==> config.mk <==
export PLATFORM = sky130hd
export DESIGN_NAME = player_laser
export DESIGN_NICKNAME = d
export VERILOG_FILES = /design/src/rtl/player_laser_pkg.sv /design/src/rtl/fire_edge_latch.sv /design/src/rtl/player_laser.sv
export SDC_FILE = /design/constraint.sdc
export NUM_CORES = 1
export LEC_CHECK = 0
export CORE_MARGIN = 2
export CORE_UTILIZATION = 35
export DETAILED_ROUTE_END_ITERATION = 7
export PLACE_DENSITY_LB_ADDON = 0.25
export SLEW_MARGIN = 20
export SYNTH_ARGS = -nofsm -noshare
export SYNTH_HDL_FRONTEND = slang
export SYNTH_SLANG_ARGS = --single-unit
==> constraint.sdc <==
create_clock -name clk -period 4.8 [get_ports clk]
set_input_delay 0.72 -clock clk [delete_from_list [all_inputs] [get_ports clk]]
set_output_delay 0.72 -clock clk [all_outputs]
set_load 0.05 [all_outputs]
==> src/rtl/player_laser_pkg.sv <==
// player_laser_pkg: shared screen, sprite and laser constants plus the laser FSM state encoding.
package player_laser_pkg;
  localparam int RES_H = 640;
  localparam int RES_V = 480;
  localparam int PLAYER_WIDTH_SCALED = 32;
  localparam int PROJ_WIDTH_SCALED = 4;
  localparam int PROJ_HEIGHT_SCALED = 16;
  localparam int PLAYER_Y = 440;
  localparam int LASER_STEP = 8;
  localparam int LASER_TOP_LIMIT = 32;
  localparam int LASER_EXPLODE_FRAMES = 8;
  localparam int LASER_COOLDOWN_FRAMES = 4;
  typedef enum logic [1:0] {
    IDLE     = 2'd0,
    FLYING   = 2'd1,
    EXPLODE  = 2'd2,
    COOLDOWN = 2'd3
  } state_t;
endpackage

==> src/rtl/fire_edge_latch.sv <==
// fire_edge_latch: registered rising-edge detect on d with a pending flag (set-enable, clear wins).
module fire_edge_latch (
  input  logic clk,
  input  logic rst,
  input  logic d,
  input  logic set_en,
  input  logic clr,
  output logic pending
);
  logic d_q;
  logic rise;
  assign rise = d & ~d_q;
  always_ff @(posedge clk or posedge rst) begin
    if (rst) begin
      d_q     <= 1'b0;
      pending <= 1'b0;
    end else begin
      d_q     <= d;
      pending <= clr ? 1'b0 : (rise & set_en) ? 1'b1 : pending;
    end
  end
endmodule

==> src/rtl/player_laser.sv <==
// player_laser: single upward player laser - launch, flight, explosion and cooldown.
module player_laser
  import player_laser_pkg::*;
#(
  parameter int LASER_STEP_P    = LASER_STEP,
  parameter int PLAYER_Y_P      = PLAYER_Y,
  parameter int PLAYER_W        = PLAYER_WIDTH_SCALED,
  parameter int PROJ_W          = PROJ_WIDTH_SCALED,
  parameter int PROJ_H          = PROJ_HEIGHT_SCALED,
  parameter int TOP_LIMIT       = LASER_TOP_LIMIT,
  parameter int EXPLODE_FRAMES  = LASER_EXPLODE_FRAMES,
  parameter int COOLDOWN_FRAMES = LASER_COOLDOWN_FRAMES
) (
  input  logic       clk,
  input  logic       rst,
  input  logic       frame,
  input  logic       fire,
  input  logic [9:0] player_x,
  input  logic       hit,
  output logic [9:0] laser_x,
  output logic [9:0] laser_y,
  output logic       laser_active,
  output logic       laser_exploding,
  output logic       shot_fired
);
  state_t state, state_n;
  logic [3:0] cnt, cnt_n;
  logic [9:0] x_n, y_n;
  logic act_n, exp_n, sf_n, pending, launch;
  logic [10:0] x_sum;
  assign x_sum = {1'b0, player_x} + 11'(PLAYER_W / 2 - PROJ_W / 2);
  assign launch = (state == IDLE) && frame && pending;
  fire_edge_latch u_fire (
    .clk     (clk),
    .rst     (rst),
    .d       (fire),
    .set_en  (state == IDLE),
    .clr     (launch),
    .pending (pending)
  );
  always_comb begin
    state_n = state;
    cnt_n   = cnt;
    x_n     = laser_x;
    y_n     = laser_y;
    act_n   = laser_active;
    exp_n   = laser_exploding;
    sf_n    = 1'b0;
    case (state)
      IDLE: if (launch) begin
        state_n = FLYING;
        x_n     = (x_sum > 11'(RES_H - PROJ_W)) ? 10'(RES_H - PROJ_W) : x_sum[9:0];
        y_n     = 10'(PLAYER_Y_P - PROJ_H);
        act_n   = 1'b1;
        sf_n    = 1'b1;
      end
      // Compare before subtracting so laser_y never wraps past the top.
      FLYING: if (hit || (frame && laser_y < 10'(TOP_LIMIT + LASER_STEP_P))) begin
        state_n = EXPLODE;
        act_n   = 1'b0;
        exp_n   = 1'b1;
        cnt_n   = 4'd0;
      end else if (frame) begin
        y_n = laser_y - 10'(LASER_STEP_P);
      end
      EXPLODE: if (frame) begin
        if (cnt == 4'(EXPLODE_FRAMES - 1)) begin
          state_n = COOLDOWN;
          cnt_n   = 4'd0;
          exp_n   = 1'b0;
          y_n     = 10'(RES_V);
        end else begin
          cnt_n = cnt + 4'd1;
        end
      end
      COOLDOWN: if (frame) begin
        state_n = (cnt == 4'(COOLDOWN_FRAMES - 1)) ? IDLE : COOLDOWN;
        cnt_n   = (cnt == 4'(COOLDOWN_FRAMES - 1)) ? 4'd0 : cnt + 4'd1;
      end
      default: state_n = IDLE;
    endcase
  end
  always_ff @(posedge clk or posedge rst) begin
    if (rst) begin
      state           <= IDLE;
      cnt             <= 4'd0;
      laser_x         <= 10'd0;
      laser_y         <= 10'(RES_V);
      laser_active    <= 1'b0;
      laser_exploding <= 1'b0;
      shot_fired      <= 1'b0;
    end else begin
      state           <= state_n;
      cnt             <= cnt_n;
      laser_x         <= x_n;
      laser_y         <= y_n;
      laser_active    <= act_n;
      laser_exploding <= exp_n;
      shot_fired      <= sf_n;
    end
  end
endmodule

==> results of run 1 <==
[state kept, by name, indices dropped and copies added, names as in the netlist]
signal / cells
state: 2
laser_active: 1
cnt: 4
laser_x: 10
shot_fired: 1
laser_exploding: 1
u_fire.d_q: 1
u_fire.pending: 1
laser_y: 7
[per-layer routing]
layer  part of all wire (%)  wire length (um)
met1                     46              1760
met2                     50              1906
met3                    3.3               128
met4                    1.1                43
met5                      0                 0
[cell usage in the layout (no fill, tap or decap), drive strengths merged, types with 3 or more instances in the layout]
cell type and count:
o22ai 3, dfrtp 24, nor2b 5, a211oi 4, a31oi 6, o211ai 3, clkdlybuf4s50 34, ha 8
nand4b 3, inv 18, a311oi 3, xnor2 4, o21ai 21, a21oi 6, conb 3, nand2 24
and3 6, nor3 6, nand3 6, nor2 15, dfstp 4, clkbuf 4
[synth_stat cells, drive strengths merged (2+ instances only)]
cell type  instances
clkbuf             4
nor2              15
nor4b              2
a211o              2
dfstp              4
dfrtp             24
nand2b             2
a31oi              6
xnor2              4
nor3               6
o22ai              3
nand2             24
a211oi             4
o21a               2
nor2b              5
and3               6
ha                 8
nand3              6
o21ai             21
a311oi             3
a21oi              6
o211ai             3
buf                5
and2               2
inv               18
nand4b             3
[metrics by stage]
stage / instances / hold slack, ps / instance area (um^2)
2_1_floorplan: 205 / 463.4 / 1772
3_3_place_gp: 298 / 480.4 / 2156
3_5_place_dp: 298 / 479.3 / 2156
4_1_cts: 302 / 507.5 / 2201
5_1_grt: 302 / 523.3 / 2201
6_report: 302 / 503.4 / 2201
[layout make-up]
type / count / area, um^2 / share of cell area, %
multi-input cells: 150 / 950.9 / 43.21
repair buffers: 35 / 347.8 / 15.80
well taps: 67 / 83.83 / 3.809
flip-flops and latches: 28 / 705.7 / 32.06
inverters: 18 / 67.56 / 3.070
clock buffers: 4 / 45.04 / 2.047
[power groups by stage]
stage	clock (uW)	sequential [uW]	combinational, uW
6_report	132	426	900
5_1_grt	146	439	987
4_1_cts	138	426	906
3_5_place_dp	0	431	902
3_3_place_gp	0	432	898
2_1_floorplan	0	667	414
[worst max-delay path by stage]
stage | from | to | slack, ps | depth (start not counted)
after global placement | player_x[1] | laser_x[3] | 1930 | 8
after detailed placement | player_x[1] | laser_x[2] | 1870 | 8
final | player_x[1] | laser_x[2] | 2160 | 8
after floorplan | player_x[1] | laser_x[2] | 2630 | 7
after global routing | frame | laser_y[8] | 2070 | 6
after CTS | player_x[1] | laser_x[2] | 2180 | 8
[cells by family after synthesis]
kind of cell    share of synthesized area (%)
simple gates                            21.35
mux                                    0.5674
buf+inv                                 6.524
xor+xnor                                2.482
other cells                            0.2126
fa+ha+maj                               5.674
flops                                   40.00
compound gates                          23.19
[tightest hold or removal path: cells and delay by family, from the launching register on]
family / cells / cell delay (ps)
flip-flops: 1 / 350
AND/OR/NAND/NOR: 2 / 120
==> run_summary.xml, run 1 <==
<?xml version="1.0" encoding="UTF-8"?>
<metrics>
  <group name="run_status">
    <metric name="run_status" unit="">complete, no violations</metric>
  </group>
  <group name="layout">
    <metric name="final_core_util" unit="%">45.99</metric>
    <metric name="fillers" unit="">491</metric>
    <metric name="antenna_cells_inserted" unit="">0</metric>
    <metric name="drive_above_1_share" unit="%">6.383</metric>
    <metric name="final_nets" unit="">259</metric>
    <metric name="area_growth_syn_to_layout" unit="%">24.75</metric>
  </group>
  <group name="power">
    <metric name="irDropWorstVdd" unit="uV">252.0</metric>
    <metric name="power" unit="uW">1458</metric>
    <metric name="power_report.internal_total" unit="uW">720.5</metric>
    <metric name="pwr-share-seq" unit="%">29.2</metric>
    <metric name="power.combinational.fraction" unit="%">61.8</metric>
    <metric name="netSwitchingFraction" unit="%">50.58</metric>
    <metric name="p_leak" unit="uW">0.0009338</metric>
    <metric name="clock_power_share" unit="%">9.0</metric>
    <metric name="power_density" unit="mW/mm^2">662.4</metric>
    <metric name="switchingPower" unit="uW">737.3</metric>
  </group>
  <group name="clocking">
    <metric name="cts_hold_buf" unit="">0</metric>
    <metric name="cts_repair_resize_count" unit="">0</metric>
    <metric name="post-cts-setup-buffers" unit="">0</metric>
    <metric name="clockBufferDepth" unit="">2</metric>
    <metric name="clock-root-buffer" unit="">sky130_fd_sc_hd__clkbuf_8</metric>
    <metric name="cts_buffers" unit="">3</metric>
    <metric name="tritoncts" unit="">yes</metric>
    <metric name="worst_skew_pair.late_latency" unit="ps">280</metric>
    <metric name="clock-sinks" unit="">28</metric>
    <metric name="clk_transition_reported_paths" unit="ps">100</metric>
    <metric name="cts_max_level" unit="">1</metric>
  </group>
  <group name="global_routing">
    <metric name="met1_usage" unit="%">18.84</metric>
    <metric name="global_route.peak_usage_layer" unit="">met2</metric>
    <metric name="grtUsageMet2" unit="%">25.44</metric>
    <metric name="grt_util_all_layers" unit="%">14.75</metric>
    <metric name="first_global_vias" unit="">1496</metric>
    <metric name="number_of_antenna_violations_at_the_first_check_in_global_routing" unit="">0</metric>
    <metric name="global_route.overflow_total" unit="">0</metric>
    <metric name="grt_start_max_net_pins" unit="">29</metric>
    <metric name="grt_first_pass_wirelength" unit="um">6451</metric>
    <metric name="global_routing_usage_on_met3" unit="%">2.142</metric>
  </group>
  <group name="floorplanning">
    <metric name="num_rows" unit="">25</metric>
    <metric name="io_pins" unit="">38</metric>
    <metric name="die_area" unit="mm^2">0.005624</metric>
    <metric name="coreArea" unit="mm^2">0.004786</metric>
    <metric name="start_util" unit="%">36.86</metric>
    <metric name="die_width" unit="um">75.00</metric>
    <metric name="die_height" unit="um">75.00</metric>
  </group>
  <group name="setup_path">
    <metric name="setup.worst_path.start_class" unit="">primary input</metric>
    <metric name="timing.rr.start" unit="">state[0]</metric>
    <metric name="crit_path_max_fanout" unit="">6</metric>
    <metric name="worst-r2r-setup-slack" unit="ps">2530</metric>
    <metric name="crit_buf_inv" unit="">2</metric>
    <metric name="worstReg2RegEnd" unit="">laser_x[5]</metric>
    <metric name="timing.setup.critical_path_class" unit="">primary input to flip-flop</metric>
    <metric name="worstSetupEndpointType" unit="">flip-flop</metric>
    <metric name="worst_path_largest_cell_delay" unit="ps">560</metric>
    <metric name="crit_slowest_cell" unit="">sky130_fd_sc_hd__clkdlybuf4s50_1</metric>
    <metric name="critical_path.top_delay_family" unit="">buffers and inverters</metric>
    <metric name="worst_ep_arrival_time" unit="ps">2810</metric>
    <metric name="path_cells" unit="">clkdlybuf4s50_1, inv_1, ha_1, nor2b_1, nor4b_2, mux2i_1, a211oi_4, a211o_1</metric>
    <metric name="reg2reg_depth" unit="">6</metric>
    <metric name="worst_ep_required_time" unit="ps">4970</metric>
  </group>
  <group name="flow_run">
    <metric name="total_of_max_cap_violations" unit="">0</metric>
  </group>
  <group name="hold_path">
    <metric name="min_path_cells" unit="">2</metric>
    <metric name="holdPathEnd" unit="">laser_x[4]</metric>
    <metric name="startpoint_of_the_most_critical_hold_path" unit="">laser_x[4]</metric>
    <metric name="min-delay-path-class" unit="">flip-flop to flip-flop</metric>
  </group>
  <group name="timing">
    <metric name="timing.final.setup_violations" unit="">0</metric>
    <metric name="worst_slew_margin_rel" unit="%">43.63</metric>
    <metric name="max_slew.worst_pin.slew" unit="ps">844.8</metric>
    <metric name="finalMaxSlewViolations" unit="">0</metric>
    <metric name="grt_setup_unrepaired" unit="">no</metric>
    <metric name="final.period_utilization" unit="%">54.92</metric>
    <metric name="setup_slack" unit="ps">2164</metric>
    <metric name="setup-tns-final" unit="ps">0</metric>
    <metric name="worst_clk_skew" unit="ps">7.657</metric>
    <metric name="period_minus_slack" unit="ps">2636</metric>
    <metric name="report.final.hold_viol_count" unit="">0</metric>
    <metric name="max_freq" unit="MHz">379.3</metric>
  </group>
  <group name="place">
    <metric name="place.port_buffers" unit="">34</metric>
    <metric name="hpwlAfterDp" unit="um">2956</metric>
    <metric name="gpl.final_weighted_congestion" unit="">0.8618</metric>
    <metric name="preCtsSetupSlack" unit="ps">1872</metric>
  </group>
  <group name="drt">
    <metric name="drcViolationCount" unit="">0</metric>
    <metric name="viasPerCell" unit="">5.195</metric>
    <metric name="totalWireLength" unit="um">3838</metric>
    <metric name="final_ant_viol_nets" unit="">0</metric>
    <metric name="routed_wire_length_per_instance" unit="um">12.71</metric>
    <metric name="detailedRoute.firstIterationViolations" unit="">72</metric>
    <metric name="firstDrtPassIters" unit="">4</metric>
    <metric name="via_count" unit="">1569</metric>
  </group>
  <group name="yosys">
    <metric name="synth-edff-count" unit="">0</metric>
    <metric name="synth_top_cell_area_share" unit="%">34.04</metric>
    <metric name="ys_async_sr_fraction" unit="%">100.0</metric>
    <metric name="synthesized_cell_area" unit="mm^2">0.001764</metric>
    <metric name="synthCells" unit="">203</metric>
    <metric name="yosysSeqAreaShare" unit="%">40.00</metric>
    <metric name="synth_top_area_cell" unit="">sky130_fd_sc_hd__dfrtp_1</metric>
    <metric name="synth_top_cells_by_area" unit="">sky130_fd_sc_hd__dfrtp_1, sky130_fd_sc_hd__dfstp_2, sky130_fd_sc_hd__ha_1</metric>
    <metric name="yosys.cell_types.count" unit="">47</metric>
    <metric name="synth_top_flop_cell" unit="">sky130_fd_sc_hd__dfrtp_1</metric>
    <metric name="ys_seq_elements" unit="">28</metric>
    <metric name="synth_warnings" unit="">0</metric>
    <metric name="syn_area_per_cell" unit="um^2">8.691</metric>
  </group>
</metrics>
No activity file was read; power rests on OpenSTA's default activity.
==> run 2: changes to the inputs <==
==> constraint.sdc (replaced) <==
create_clock -name clk -period 2.55 [get_ports clk]
set_input_delay 0.3825 -clock clk [delete_from_list [all_inputs] [get_ports clk]]
set_output_delay 0.3825 -clock clk [all_outputs]
set_load 0.05 [all_outputs]
==> run_summary.xml, run 2 (synthesis gave the netlist of run 1 again) <==
<?xml version="1.0" encoding="UTF-8"?>
<metrics>
  <group name="layout">
    <metric name="mostFrequentLayoutCell" unit="">sky130_fd_sc_hd__clkdlybuf4s50_1</metric>
    <metric name="area_growth_syn_to_layout" unit="%">26.60</metric>
    <metric name="drive_above_1_share" unit="%">7.983</metric>
    <metric name="finish.cell_count_without_fillers" unit="">305</metric>
    <metric name="largest_register_ff_count" unit="">10</metric>
    <metric name="mostFrequentLayoutCells" unit="">sky130_fd_sc_hd__clkdlybuf4s50_1, sky130_fd_sc_hd__nand2_1, sky130_fd_sc_hd__dfrtp_1</metric>
    <metric name="top_regs" unit="">laser_x x10, laser_y x7, cnt x4</metric>
    <metric name="antenna_cells_inserted" unit="">0</metric>
    <metric name="final_nets" unit="">262</metric>
    <metric name="multi_input_comb_area" unit="um^2">950.9</metric>
    <metric name="fillers" unit="">484</metric>
    <metric name="ff_latch_area" unit="um^2">705.7</metric>
    <metric name="top_register" unit="">laser_x</metric>
    <metric name="final_core_util" unit="%">46.67</metric>
  </group>
  <group name="timing">
    <metric name="report.final.hold_viol_count" unit="">0</metric>
    <metric name="finalMaxSlewViolations" unit="">0</metric>
    <metric name="max_freq" unit="MHz">446.5</metric>
    <metric name="setup-tns-final" unit="ps">0</metric>
    <metric name="setup_slack" unit="ps">310.5</metric>
    <metric name="timing.final.setup_violations" unit="">0</metric>
    <metric name="worst_slew_margin_rel" unit="%">66.62</metric>
    <metric name="whs" unit="ps">454.7</metric>
    <metric name="worst_clk_skew" unit="ps">4.720</metric>
    <metric name="period_minus_slack" unit="ps">2240</metric>
    <metric name="final.period_utilization" unit="%">87.83</metric>
    <metric name="grt_setup_unrepaired" unit="">no</metric>
    <metric name="max_slew.worst_pin.slew" unit="ps">499.1</metric>
  </group>
  <group name="clocking">
    <metric name="cts_repair_resize_count" unit="">0</metric>
    <metric name="clockBufferDepth" unit="">2</metric>
    <metric name="post-cts-setup-buffers" unit="">0</metric>
    <metric name="cts_hold_buf" unit="">0</metric>
    <metric name="cts_buffers" unit="">3</metric>
    <metric name="clock-root-buffer" unit="">sky130_fd_sc_hd__clkbuf_8</metric>
    <metric name="cts_max_level" unit="">1</metric>
    <metric name="worst_skew_pair.late_latency" unit="ps">280</metric>
    <metric name="clock-sinks" unit="">28</metric>
    <metric name="tritoncts" unit="">yes</metric>
    <metric name="clk_transition_reported_paths" unit="ps">100</metric>
  </group>
  <group name="place">
    <metric name="hpwlAfterDp" unit="um">3010</metric>
    <metric name="place.port_buffers" unit="">34</metric>
    <metric name="gpl.final_weighted_congestion" unit="">0.8870</metric>
    <metric name="preCtsSetupSlack" unit="ps">17.92</metric>
    <metric name="placedCellCount" unit="">301</metric>
  </group>
  <group name="floorplanning">
    <metric name="io_pins" unit="">38</metric>
    <metric name="die_width" unit="um">75.00</metric>
    <metric name="die_height" unit="um">75.00</metric>
    <metric name="die_area" unit="mm^2">0.005624</metric>
    <metric name="start_util" unit="%">36.86</metric>
    <metric name="num_rows" unit="">25</metric>
    <metric name="coreArea" unit="mm^2">0.004786</metric>
  </group>
  <group name="drt">
    <metric name="firstDrtPassIters" unit="">4</metric>
    <metric name="drcViolationCount" unit="">0</metric>
    <metric name="final_ant_viol_nets" unit="">0</metric>
    <metric name="via_count" unit="">1572</metric>
    <metric name="routed_wire_length_per_instance" unit="um">12.78</metric>
    <metric name="viasPerCell" unit="">5.154</metric>
    <metric name="totalWireLength" unit="um">3897</metric>
    <metric name="detailedRoute.firstIterationViolations" unit="">67</metric>
  </group>
  <group name="setup_path">
    <metric name="worst_ep_arrival_time" unit="ps">2410</metric>
    <metric name="crit_path_max_fanout" unit="">6</metric>
    <metric name="setup.worst_path.start_class" unit="">primary input</metric>
    <metric name="worst_ep_required_time" unit="ps">2720</metric>
    <metric name="worstSetupEndpointType" unit="">flip-flop</metric>
    <metric name="timing.setup.critical_path_class" unit="">primary input to flip-flop</metric>
  </group>
  <group name="global_routing">
    <metric name="global_route.overflow_total" unit="">0</metric>
    <metric name="grt_start_max_net_pins" unit="">29</metric>
    <metric name="number_of_antenna_violations_at_the_first_check_in_global_routing" unit="">0</metric>
    <metric name="grt_first_pass_wirelength" unit="um">6534</metric>
    <metric name="grt_util_all_layers" unit="%">14.86</metric>
    <metric name="first_global_vias" unit="">1452</metric>
  </group>
  <group name="power">
    <metric name="irDropWorstVdd" unit="uV">440.1</metric>
    <metric name="p_leak" unit="uW">0.0009534</metric>
    <metric name="power_density" unit="mW/mm^2">1250</metric>
  </group>
  <group name="run_status">
    <metric name="run_status" unit="">complete, no violations</metric>
  </group>
  <group name="flow_run">
    <metric name="total_of_max_cap_violations" unit="">0</metric>
  </group>
  <group name="hold_path">
    <metric name="min-delay-path-class" unit="">primary input to asynchronous set/reset pin</metric>
  </group>
</metrics>
## run 2: changes by cell type in the layout (fill, tap and decap cells not counted), sizes merged
cell,delta
buf,+3
## run 2: power by group
group	switching [uW]	leakage, uW	total, uW	internal (uW)
sequential	156	0.000337	804	648
clock	137	0.0000288	276	138
combinational	1090	0.000588	1710	617
## run 2: metrics by stage
stage,cell area (um^2),power [uW]
finish,2233,2792
global route,2233,3026
CTS,2233,2831
detailed placement,2178,2541
global placement,2178,2526
floorplan,1772,2034
## run 2: metal layers
metal	GRT usage, %	up-vias	part of all wire, %
met5	0	-	0
met4	2.381	0	0.59
met3	3.347	4	3.7
met2	26.12	28	51
met1	18.98	754	45
li1	-	786	-
## run 2: final timing paths
kind                              from         end  slack, ps  depth (start not counted)
hold / removal                     rst  laser_y[4]        450                          3
min in group clk            laser_x[3]  laser_x[3]        490                          1
hold reg to reg             laser_x[3]  laser_x[3]        490                          1
setup / recovery           player_x[2]  laser_x[3]        310                          8
max in group asynchronous          rst  laser_y[5]       1790                          3
setup reg to reg              state[0]  laser_x[5]        490                          6
## run 2: worst max-delay path, cell delays in order
cell and delay (ps):
sky130_fd_sc_hd__clkdlybuf4s50_1 530, sky130_fd_sc_hd__inv_1 60, sky130_fd_sc_hd__ha_1 210, sky130_fd_sc_hd__nor2b_1 160, sky130_fd_sc_hd__nor4b_2 300, sky130_fd_sc_hd__mux2i_1 380, sky130_fd_sc_hd__a211oi_4 90, sky130_fd_sc_hd__a211o_1 280
## run 2: final cells by class
cell class	instances	area share (%)
well taps	67	3.754
repair buffers	38	16.58
flip-flops and latches	28	31.60
multi-input cells	150	42.58
inverters	18	3.025
clock buffers	4	2.465
==> run 3: changes to the inputs <==
--- a/config.mk
+++ b/config.mk
@@ -8,6 +8,7 @@
 export CORE_MARGIN = 2
 export CORE_UTILIZATION = 35
 export DETAILED_ROUTE_END_ITERATION = 7
+export GPL_TIMING_DRIVEN = 0
 export PLACE_DENSITY_LB_ADDON = 0.25
 export SLEW_MARGIN = 20
 export SYNTH_ARGS = -nofsm -noshare
==> run_summary.xml, run 3 (synthesis gave the netlist of run 1 again) <==
<?xml version="1.0" encoding="UTF-8"?>
<metrics>
  <group name="run_status">
    <metric name="run_status" unit="">complete, no violations</metric>
  </group>
  <group name="timing">
    <metric name="period_minus_slack" unit="ps">2306</metric>
    <metric name="final.period_utilization" unit="%">90.45</metric>
    <metric name="worst_slew_margin_rel" unit="%">62.19</metric>
    <metric name="max_slew.worst_pin.slew" unit="ps">566.4</metric>
    <metric name="report.final.hold_viol_count" unit="">0</metric>
    <metric name="timing.final.setup_violations" unit="">0</metric>
    <metric name="grt_setup_unrepaired" unit="">no</metric>
    <metric name="max_freq" unit="MHz">433.6</metric>
    <metric name="finalMaxSlewViolations" unit="">0</metric>
    <metric name="worst_clk_skew" unit="ps">1.687</metric>
  </group>
  <group name="hold_path">
    <metric name="min-delay-path-class" unit="">primary input to asynchronous set/reset pin</metric>
  </group>
  <group name="clocking">
    <metric name="clockBufferDepth" unit="">2</metric>
    <metric name="worst_skew_pair.late_latency" unit="ps">270</metric>
    <metric name="cts_repair_resize_count" unit="">0</metric>
    <metric name="clk_transition_reported_paths" unit="ps">100</metric>
    <metric name="cts_max_level" unit="">1</metric>
    <metric name="tritoncts" unit="">yes</metric>
    <metric name="cts_buffers" unit="">3</metric>
    <metric name="clock-root-buffer" unit="">sky130_fd_sc_hd__clkbuf_8</metric>
    <metric name="post-cts-setup-buffers" unit="">0</metric>
    <metric name="clock-sinks" unit="">28</metric>
    <metric name="cts_hold_buf" unit="">0</metric>
  </group>
  <group name="setup_path">
    <metric name="worst_ep_required_time" unit="ps">2720</metric>
    <metric name="setup.worst_path.start_class" unit="">primary input</metric>
    <metric name="path_cells" unit="">clkdlybuf4s50_1, inv_1, ha_1, nor2b_1, nor4b_2, mux2i_1, a211oi_4, a211o_1</metric>
    <metric name="worstSetupEndpointType" unit="">flip-flop</metric>
    <metric name="crit_buf_inv" unit="">2</metric>
    <metric name="worst_ep_arrival_time" unit="ps">2480</metric>
    <metric name="critical_path.top_delay_family" unit="">buffers and inverters</metric>
    <metric name="crit_path_max_fanout" unit="">6</metric>
    <metric name="worstSetupPathDepth" unit="">8</metric>
    <metric name="timing.setup.critical_path_class" unit="">primary input to flip-flop</metric>
    <metric name="worst_path_largest_cell_delay" unit="ps">560</metric>
    <metric name="reg2reg_depth" unit="">7</metric>
    <metric name="crit_slowest_cell" unit="">sky130_fd_sc_hd__clkdlybuf4s50_1</metric>
  </group>
  <group name="power">
    <metric name="netSwitchingFraction" unit="%">49.00</metric>
    <metric name="p_leak" unit="uW">0.0009654</metric>
    <metric name="power_report.internal_total" unit="uW">1468</metric>
    <metric name="power_density" unit="mW/mm^2">1275</metric>
    <metric name="clock_power_share" unit="%">12.4</metric>
    <metric name="irDropWorstVdd" unit="uV">531.2</metric>
    <metric name="power" unit="uW">2879</metric>
    <metric name="power.combinational.fraction" unit="%">59.9</metric>
    <metric name="switchingPower" unit="uW">1410</metric>
    <metric name="pwr-share-seq" unit="%">27.7</metric>
  </group>
  <group name="drt">
    <metric name="via_count" unit="">1564</metric>
    <metric name="viasPerCell" unit="">5.061</metric>
    <metric name="firstDrtPassIters" unit="">4</metric>
    <metric name="final_ant_viol_nets" unit="">0</metric>
    <metric name="routed_wire_length_per_instance" unit="um">12.60</metric>
    <metric name="totalWireLength" unit="um">3892</metric>
    <metric name="drcViolationCount" unit="">0</metric>
    <metric name="detailedRoute.firstIterationViolations" unit="">138</metric>
  </group>
  <group name="global_routing">
    <metric name="grt_start_max_net_pins" unit="">29</metric>
    <metric name="grt_util_all_layers" unit="%">14.89</metric>
    <metric name="number_of_antenna_violations_at_the_first_check_in_global_routing" unit="">0</metric>
    <metric name="grt_first_pass_wirelength" unit="um">6541</metric>
    <metric name="first_global_vias" unit="">1418</metric>
    <metric name="global_route.overflow_total" unit="">0</metric>
  </group>
  <group name="place">
    <metric name="postPlaceCellArea" unit="mm^2">0.002186</metric>
    <metric name="gpl.final_weighted_congestion" unit="">0.9660</metric>
    <metric name="place.port_buffers" unit="">33</metric>
    <metric name="hpwlAfterDp" unit="um">2991</metric>
  </group>
  <group name="layout">
    <metric name="fillers" unit="">488</metric>
    <metric name="drive_above_1_share" unit="%">8.678</metric>
    <metric name="area_growth_syn_to_layout" unit="%">27.94</metric>
    <metric name="top_register" unit="">laser_x</metric>
    <metric name="antenna_cells_inserted" unit="">0</metric>
    <metric name="final_design_area_no_fill" unit="mm^2">0.002257</metric>
    <metric name="final_nets" unit="">266</metric>
    <metric name="largest_register_ff_count" unit="">10</metric>
    <metric name="top_regs" unit="">laser_x x10, laser_y x7, cnt x4</metric>
    <metric name="mostFrequentLayoutCell" unit="">sky130_fd_sc_hd__clkdlybuf4s50_1</metric>
    <metric name="mostFrequentLayoutCells" unit="">sky130_fd_sc_hd__clkdlybuf4s50_1, sky130_fd_sc_hd__nand2_1, sky130_fd_sc_hd__dfrtp_1</metric>
  </group>
  <group name="floorplanning">
    <metric name="coreArea" unit="mm^2">0.004786</metric>
    <metric name="io_pins" unit="">38</metric>
    <metric name="num_rows" unit="">25</metric>
    <metric name="start_util" unit="%">36.86</metric>
    <metric name="die_height" unit="um">75.00</metric>
    <metric name="die_area" unit="mm^2">0.005624</metric>
    <metric name="die_width" unit="um">75.00</metric>
  </group>
  <group name="flow_run">
    <metric name="total_of_max_cap_violations" unit="">0</metric>
  </group>
</metrics>
[run 3: cell types whose count changed in the layout (fill, tap and decap cells not counted), sizes merged]
cell	delta
clkbuf	+3
buf	+1
bufinv	+1
clkdlybuf4s50	-1
[run 3: through the flow]
step | hold slack (ps) | utilization (%) | instances | worst slack (ps) | TNS (ps)
floorplan | 413.9 | - | 205 | 704.9 | 0
global placement | 482.1 | 45.67 | 305 | -61.13 | -121.1
detailed placement | 480.2 | 45.67 | 305 | -57.81 | -110.1
CTS | 506.9 | 47.16 | 309 | 238.5 | 0
global route | 514.5 | 47.16 | 309 | 128.7 | 0
finish | 468.5 | 47.16 | 309 | 243.5 | 0
[run 3: area by class of cell]
| cell class | count | area (um^2) | area share [%] |
|---|---|---|---|
| well taps | 67 | 83.83 | 3.714 |
| inverters | 18 | 67.56 | 2.993 |
| repair buffers | 33 | 330.3 | 14.63 |
| flip-flops and latches | 28 | 705.7 | 31.26 |
| plain buffers | 9 | 47.55 | 2.106 |
| clock inverters | 1 | 30.03 | 1.330 |
| clock buffers | 3 | 41.29 | 1.829 |
| multi-input cells | 150 | 950.9 | 42.13 |
[run 3: metal layers]
layer	share of wire (%)	track usage, %
met1	47	19.60
met2	48	25.44
met3	3.7	3.481
met4	0.57	2.381
met5	0	0
[run 3: path summary, 6_finish.rpt]
kind                             startpoint         end  slack, ps
worst max-delay path            player_x[1]  laser_x[2]        240
worst min register to register   laser_x[3]  laser_x[3]        500
max in group asynchronous               rst  laser_y[5]       1710
min in group clk                 laser_x[3]  laser_x[3]        500
worst max register to register     state[0]  laser_x[5]        420
worst min-delay path                    rst  laser_y[4]        470
[run 3: worst register-to-register path: cells and delay by family, from the launching register on]
kind | cells | cell delay, ps
AOI/OAI and AO/OA | 2 | 380
adders and majority gates | 1 | 300
buffers and inverters | 3 | 670
DFF | 1 | 440
and+or+nand+nor | 1 | 270
[run 3: power groups by stage]
stage	Combinational, uW	Sequential, uW	Clock [uW]
2_1_floorplan	779	1260	0
3_3_place_gp	1710	808	0
3_5_place_dp	1730	809	0
4_1_cts	1730	799	365
5_1_grt	1890	826	392
6_report	1720	797	356
